--- src/rtl/ac97_pkg.sv ---
// ac97_pkg: codec register indices, init table depth, arbiter states and volume encoding (host states need AC97_HOST_PORT_EN)
package ac97_pkg;
  localparam logic [6:0] REG_MASTER = 7'h02;
  localparam logic [6:0] REG_HP = 7'h04;
  localparam logic [6:0] REG_LINE_IN = 7'h10;
  localparam logic [6:0] REG_PCM_OUT = 7'h18;
  localparam logic [6:0] REG_REC_SEL = 7'h1A;
  localparam logic [15:0] PCM_OUT_GAIN = 16'h0808;
  localparam logic [15:0] REC_SEL_VAL = 16'h0404;
  localparam int INIT_DEPTH = 5;
  localparam logic [2:0] LAST_IDX = 3'(INIT_DEPTH - 1);
  typedef enum logic [2:0] {
    WAIT_READY,
    INIT_ISSUE,
    INIT_WAIT,
`ifdef AC97_HOST_PORT_EN
    ARB,
    HOST_ISSUE,
    HOST_WAIT
`else
    ARB
`endif
  } state_t;
  function automatic logic [15:0] vol_enc(input logic [4:0] v);
    return {3'b000, 5'd31 - v, 3'b000, 5'd31 - v};
  endfunction
endpackage

--- src/rtl/ac97_cmd_arbiter_if.sv ---
// ac97_cmd_arbiter_if: runtime host register-write port (level request, one-cycle ack)
interface ac97_cmd_arbiter_if;
  logic host_req;
  logic [6:0] host_addr;
  logic [15:0] host_data;
  logic host_ack;
  modport master(output host_req, host_addr, host_data, input host_ack);
  modport slave(input host_req, host_addr, host_data, output host_ack);
endinterface

--- src/rtl/ac97_done_sync.sv ---
// ac97_done_sync: brings the bit-clock done flag into clkout and flags its rising edge
module ac97_done_sync (
  input  logic clkout,
  input  logic Rst,
  input  logic done,
  output logic done_rise
);
  logic [2:0] sr;
  // two synchronizer flops followed by one history flop for the edge compare
  always_ff @(posedge clkout or posedge Rst)
    if (Rst) sr <= '0;
    else sr <= {sr[1:0], done};
  assign done_rise = sr[1] & ~sr[2];
endmodule

--- src/rtl/ac97_cmd_arbiter.sv ---
// ac97_cmd_arbiter: sends the codec init table then arbitrates host register writes (host port needs AC97_HOST_PORT_EN)
module ac97_cmd_arbiter
  import ac97_pkg::*;
#(
  parameter logic [4:0] MasterVolume = 5'd22,
  parameter logic [4:0] HPVolume = 5'd22,
  parameter logic [4:0] LineInVolume = 5'd22,
  parameter int TIMEOUT_CYCLES = 4096
) (
  input  logic clkout,
  input  logic Rst,
  input  logic codec_ready,
  input  logic done,
  ac97_cmd_arbiter_if.slave host,
  output logic [7:0] Register,
  output logic [15:0] command,
  output logic validate,
  output logic init_done,
  output logic timeout_err
);
  localparam int CW = $clog2(TIMEOUT_CYCLES + 1);
  state_t state;
  logic [2:0] idx;
  logic [CW-1:0] cnt;
  logic done_rise, expired;
  logic [22:0] entry;
  ac97_done_sync u_sync (.clkout(clkout), .Rst(Rst), .done(done), .done_rise(done_rise));
  assign expired = cnt == CW'(TIMEOUT_CYCLES - 1);
`ifdef AC97_HOST_PORT_EN
  logic [6:0] hold_addr;
  logic [15:0] hold_data;
  logic ack;
  assign host.host_ack = ack;
`else
  logic unused_host;
  assign unused_host = ^{host.host_req, host.host_addr, host.host_data};
  assign host.host_ack = 1'b0;
`endif
  // init table entry {register index, data} selected by the table index
  always_comb
    entry = idx == 3'd0 ? {REG_MASTER, vol_enc(MasterVolume)}
          : idx == 3'd1 ? {REG_HP, vol_enc(HPVolume)}
          : idx == 3'd2 ? {REG_LINE_IN, vol_enc(LineInVolume)}
          : idx == 3'd3 ? {REG_PCM_OUT, PCM_OUT_GAIN}
          : {REG_REC_SEL, REC_SEL_VAL};
  // command sequencer: init table, then host writes; a codec_ready drop restarts from entry 0
  always_ff @(posedge clkout or posedge Rst)
    if (Rst) begin
      state <= WAIT_READY;
      idx <= '0;
      cnt <= '0;
      Register <= '0;
      command <= '0;
      validate <= 1'b0;
      init_done <= 1'b0;
      timeout_err <= 1'b0;
`ifdef AC97_HOST_PORT_EN
      ack <= 1'b0;
      hold_addr <= '0;
      hold_data <= '0;
`endif
    end else begin
`ifdef AC97_HOST_PORT_EN
      ack <= 1'b0;
`endif
      if (!codec_ready) begin
        state <= WAIT_READY;
        idx <= '0;
        cnt <= '0;
        validate <= 1'b0;
        init_done <= 1'b0;
      end else
        case (state)
          WAIT_READY: state <= INIT_ISSUE;
          INIT_ISSUE: begin
            Register <= {1'b0, entry[22:16]};
            command <= entry[15:0];
            validate <= 1'b1;
            cnt <= '0;
            state <= INIT_WAIT;
          end
          INIT_WAIT:
            if (done_rise || expired) begin
              validate <= 1'b0;
              timeout_err <= timeout_err | ~done_rise;
              if (idx == LAST_IDX) begin
                init_done <= 1'b1;
                state <= ARB;
              end else begin
                idx <= idx + 3'd1;
                state <= INIT_ISSUE;
              end
            end else cnt <= cnt + 1'b1;
`ifdef AC97_HOST_PORT_EN
          ARB:
            if (host.host_req) begin
              hold_addr <= host.host_addr;
              hold_data <= host.host_data;
              state <= HOST_ISSUE;
            end
          HOST_ISSUE: begin
            Register <= {1'b0, hold_addr};
            command <= hold_data;
            validate <= 1'b1;
            cnt <= '0;
            state <= HOST_WAIT;
          end
          HOST_WAIT:
            if (done_rise || expired) begin
              validate <= 1'b0;
              timeout_err <= timeout_err | ~done_rise;
              ack <= 1'b1;
              state <= ARB;
            end else cnt <= cnt + 1'b1;
`else
          ARB: state <= ARB;
`endif
          default: state <= WAIT_READY;
        endcase
    end
endmodule
--- src/flat_wrapper.sv ---
// flat-port wrapper written by rule: the top's interface ports become plain ports
module ac97_cmd_arbiter_flat import ac97_pkg::*;
#(
  parameter logic [4:0] MasterVolume = 5'd22,
  parameter logic [4:0] HPVolume = 5'd22,
  parameter logic [4:0] LineInVolume = 5'd22,
  parameter int TIMEOUT_CYCLES = 4096
)
  (clkout, Rst, codec_ready, done, Register, command, validate, init_done, timeout_err, host_host_req, host_host_addr, host_host_data, host_host_ack);
  ac97_cmd_arbiter_if host_i ();
  input  logic clkout;
  input  logic Rst;
  input  logic codec_ready;
  input  logic done;
  output logic [7:0] Register;
  output logic [15:0] command;
  output logic validate;
  output logic init_done;
  output logic timeout_err;
  input wire logic [$bits(host_i.host_req)-1:0] host_host_req;
  input wire logic [$bits(host_i.host_addr)-1:0] host_host_addr;
  input wire logic [$bits(host_i.host_data)-1:0] host_host_data;
  output wire logic [$bits(host_i.host_ack)-1:0] host_host_ack;
  assign host_i.host_req = host_host_req;
  assign host_i.host_addr = host_host_addr;
  assign host_i.host_data = host_host_data;
  assign host_host_ack = host_i.host_ack;
  ac97_cmd_arbiter #(.MasterVolume(MasterVolume), .HPVolume(HPVolume), .LineInVolume(LineInVolume), .TIMEOUT_CYCLES(TIMEOUT_CYCLES)) u_core (.clkout(clkout), .Rst(Rst), .codec_ready(codec_ready), .done(done), .host(host_i), .Register(Register), .command(command), .validate(validate), .init_done(init_done), .timeout_err(timeout_err));
endmodule
--- config.mk ---
export PLATFORM = sky130hd
export DESIGN_NAME = ac97_cmd_arbiter_flat
export DESIGN_NICKNAME = d
export VERILOG_FILES = /design/src/rtl/ac97_pkg.sv /design/src/rtl/ac97_cmd_arbiter_if.sv /design/src/rtl/ac97_done_sync.sv /design/src/rtl/ac97_cmd_arbiter.sv /design/src/flat_wrapper.sv
export SDC_FILE = /design/constraint.sdc
export NUM_CORES = 1
export LEC_CHECK = 0
export BUFFER_PORTS_ARGS = -buffer_cell sky130_fd_sc_hd__buf_2
export CAP_MARGIN = 10
export CORE_UTILIZATION = 47
export CTS_CLUSTER_SIZE = 24
export DETAILED_ROUTE_END_ITERATION = 8
export GPL_ROUTABILITY_DRIVEN = 0
export GPL_TIMING_DRIVEN = 0
export PLACE_DENSITY = 0.85
export SYNTH_ARGS = -nofsm -noshare
export SYNTH_HDL_FRONTEND = slang
export SYNTH_SLANG_ARGS = --single-unit
export TNS_END_PERCENT = 100
--- constraint.sdc ---
create_clock -name clkout -period 1.7 [get_ports clkout]
set_input_delay 0.255 -clock clkout [delete_from_list [all_inputs] [get_ports clkout]]
set_output_delay 0.255 -clock clkout [all_outputs]
set_load 0.03 [all_outputs]
==> results.py <==
metrics = {
    "status": {
        "status": "completed",
    },
    "routing": {
        "vias": 1755,
        "antenna_left": 0,
        "wl_met2_um": 2170,
        "dr_wl_met3_um": 371,
        "dr.pass1.iters": 5,
        "dr.first_iter.drc_count": 131,
        "routedWlPerCell_um": 15.1,
        "viasPerCell": 5.77,
        "top_layer_used": "met4",
        "drt-total-wl_um": 4600,
        "wl_met1_um": 1970,
        "drc_errors": 0,
    },
    "timing": {
        "fin_skew_ps": 6.47,
        "fmax_mhz": 605,
        "max_slew_margin": 0.588,
        "fin_crit_sh": 0.973,
        "tightestPinTransition_ps": 618,
        "drv_slew": 0,
        "min_period_ps": 1650,
        "rsz0062_at_grt": "yes",
        "layout_setup_ws_ps": 46.3,
        "finalSetupViolCount": 0,
        "whs_ps": 41.9,
        "final-hold-violation-count": 0,
    },
    "job": {
        "cap_violations": 0,
    },
    "placed_design": {
        "hpwl_um": 3060,
        "placed_area_um2": 2130,
        "dp.cells": 289,
        "numPortBuffers": 16,
        "place_ws_ps": -191,
    },
    "clock_tree": {
        "cts_max_level": 2,
        "clock-sinks": 31,
        "cts.clk_slew.worst_paths_ps": 70,
        "cts_tree": "yes",
        "clockBufferDepth": 2,
        "cts_root_buf": "clkbuf_8",
        "cts_hold_buffers": 0,
        "cts_made_buffers": 5,
        "clk_latency_ps": 280,
    },
    "critical_path": {
        "cp.required_ps": 1900,
        "crit_slowest_cell": "dfrtp_1",
        "startpoint_type": "flip-flop",
        "path_max_fanout": 7,
        "reg2reg_depth": 4,
        "critical_path.cell_chain": "and4_4, a41oi_2, or3_1, a21oi_1",
        "crit_arrival_ps": 1850,
        "critPathKind": "reg -> reg",
        "rrSetupSlack_ps": 50,
        "path_buf_inv": 0,
        "slowest_delay_ps": 470,
        "critPathCaptureType": "flip-flop",
        "critPathTopFamily": "simple AND/OR/NAND/NOR gates",
        "r2r_start": "u_core.cnt[7]",
        "r2r-end": "u_core.idx[0]",
    },
    "die": {
        "rows": 22,
        "die-area_um2": 4390,
        "coreArea_um2": 3800,
        "start_util": 0.511,
        "die_h_um": 66.3,
        "io_pins": 56,
        "dieWidth_um": 66.3,
    },
    "yosys": {
        "synth-seq-cells": 31,
        "synth_cells": 211,
        "seq_area_frac_synth": 0.399,
        "synthesis.area_um2": 1940,
        "synth_edf_count": 0,
        "synth_flop_cell": "dfrtp_1",
        "synth_top_area_share": 0.399,
        "synthArstFlopShare": 1.00,
        "synth.distinct_cells": 50,
        "ys_warn_count": 0,
        "syn_avg_cell_area_um2": 9.20,
        "synth_area_leaders": "dfrtp_1 40%, buf_4 7.3%, ha_1 3.9%",
        "synth.largest_area_cell": "dfrtp_1",
    },
    "cells_and_area": {
        "syn_to_final_growth_pct": 21.2,
        "final_util": 0.620,
        "instances_no_fill": 304,
        "antennaDiodeCount": 0,
        "drive_gt1_frac": 0.297,
        "final_area_um2": 2350,
        "nets": 289,
    },
    "power_and_ir_drop": {
        "p_per_area_nw_per_um2": 810,
        "ir_drop_uv": 582,
        "p_leak_nw": 1.06,
    },
    "min_path": {
        "hold_path_class": "in -> async",
    },
    "grt": {
        "grt_pass1_wl_um": 7620,
        "grt_max_degree": 32,
        "antenna_found_initial": 0,
        "grt_pass1_vias": 1625,
        "gr-usage-all-layers": 0.233,
        "grt_remaining_overflow": 0,
    },
}
## metal layers
layer | vias up | track usage
li1 | 814 | -
met1 | 831 | 0.308
met2 | 98 | 0.357
met3 | 12 | 0.0500
met4 | 0 | 0.122
met5 | - | 0
## report_power, final
part           total (mW)  switching (mW)  internal [mW]
Sequential          0.814          0.0312          0.782
Clock               0.646           0.277          0.369
Combinational       0.446           0.295          0.150
## per-stage QoR
step           power (mW)  TNS (ps)
6_report             1.91         0
5_1_grt              1.99      -143
4_1_cts              1.89         0
3_5_place_dp         1.24     -1690
3_3_place_gp         1.23     -1250
2_1_floorplan        1.15         0
## timing repair
item	4_1_cts	5_1_grt
cloned	2	0
pin swaps	2	5
buffers inserted	3	2
gates resized for setup	6	8
endpoints found under the setup margin	17	17
## cells in the final DEF (no fill, tap or decap), drive strengths merged, types with 3 or more instances in the layout
cell | synthesis | routed
a21oi | 11 | 11
xor2 | 3 | 3
o21ai | 7 | 7
conb | 1 | 15
nand3 | 4 | 4
nand4 | 5 | 5
and4 | 3 | 3
and2 | 4 | 4
a31oi | 4 | 4
nand2 | 18 | 18
a41oi | 2 | 3
nor4 | 6 | 6
ha | 6 | 6
clkbuf | 5 | 13
nor2 | 13 | 13
nor3 | 7 | 7
nor2b | 4 | 4
dfrtp | 31 | 31
nand2b | 3 | 3
and3 | 7 | 7
inv | 11 | 11
buf | 24 | 46
o22ai | 5 | 5
## logic make-up after synthesis
logic type                 Yosys count  synth area share
AOI/OAI and AO/OA                   47             0.185
xor gates and xnor gates             3            0.0135
adders and majority gates            6            0.0387
buffers and inverters               40             0.124
DFF                                 31             0.399
muxes                                3            0.0161
other                                1           0.00193
and+or+nand+nor                     80             0.222
## final cells by class
class | count | area [um2]
Clock buffer | 8 | 100
Tap cell | 48 | 60.1
Sequential cell | 31 | 779
Inverter | 11 | 41.3
Buffer | 28 | 189
Fill cell | 320 | 1450
Multi-Input combinational cell | 155 | 1030
Timing Repair Buffer | 23 | 153
## flip-flops by register name, indices dropped and copies added (netlist names)
name,count
u_core.init_done,1
u_core.idx,3
u_core.timeout_err,1
u_core.command,3
u_core.cnt,13
u_core.Register,4
u_core.validate,1
u_core.u_sync.sr,3
u_core.state,2
## Yosys cell counts (2+ instances only)
cell type	n
a21o_1	2
mux2i_1	2
a31oi_1	4
nor4_1	6
ha_1	6
nor3_1	7
xor2_1	3
buf_4	19
inv_1	11
a22oi_1	2
buf_6	2
buf_2	3
and2_1	3
a31o_2	2
or3_1	2
o21ai_0	7
clkbuf_1	5
nand3_1	4
nand2b_1	3
nor2_1	13
a21oi_1	11
nand2_1	18
and3_1	6
and4_1	2
o22ai_1	5
dfrtp_1	31
o41ai_1	2
nor2b_1	4
nand4_1	5
## how the worst max path moves through the flow
| stage | start | endpoint | cells past startpoint |
|---|---|---|---|
| floorplan | u_core.cnt[0] | u_core.cnt[2] | 7 |
| global placement | u_core.cnt[0] | u_core.cnt[2] | 7 |
| detailed placement | u_core.cnt[0] | u_core.cnt[2] | 7 |
| CTS | u_core.cnt[0] | u_core.cnt[3] | 7 |
| global route | u_core.cnt[1] | u_core.cnt[9] | 6 |
| finish | u_core.cnt[7] | u_core.idx[0] | 4 |
Power figures use the tool's default switching activity.
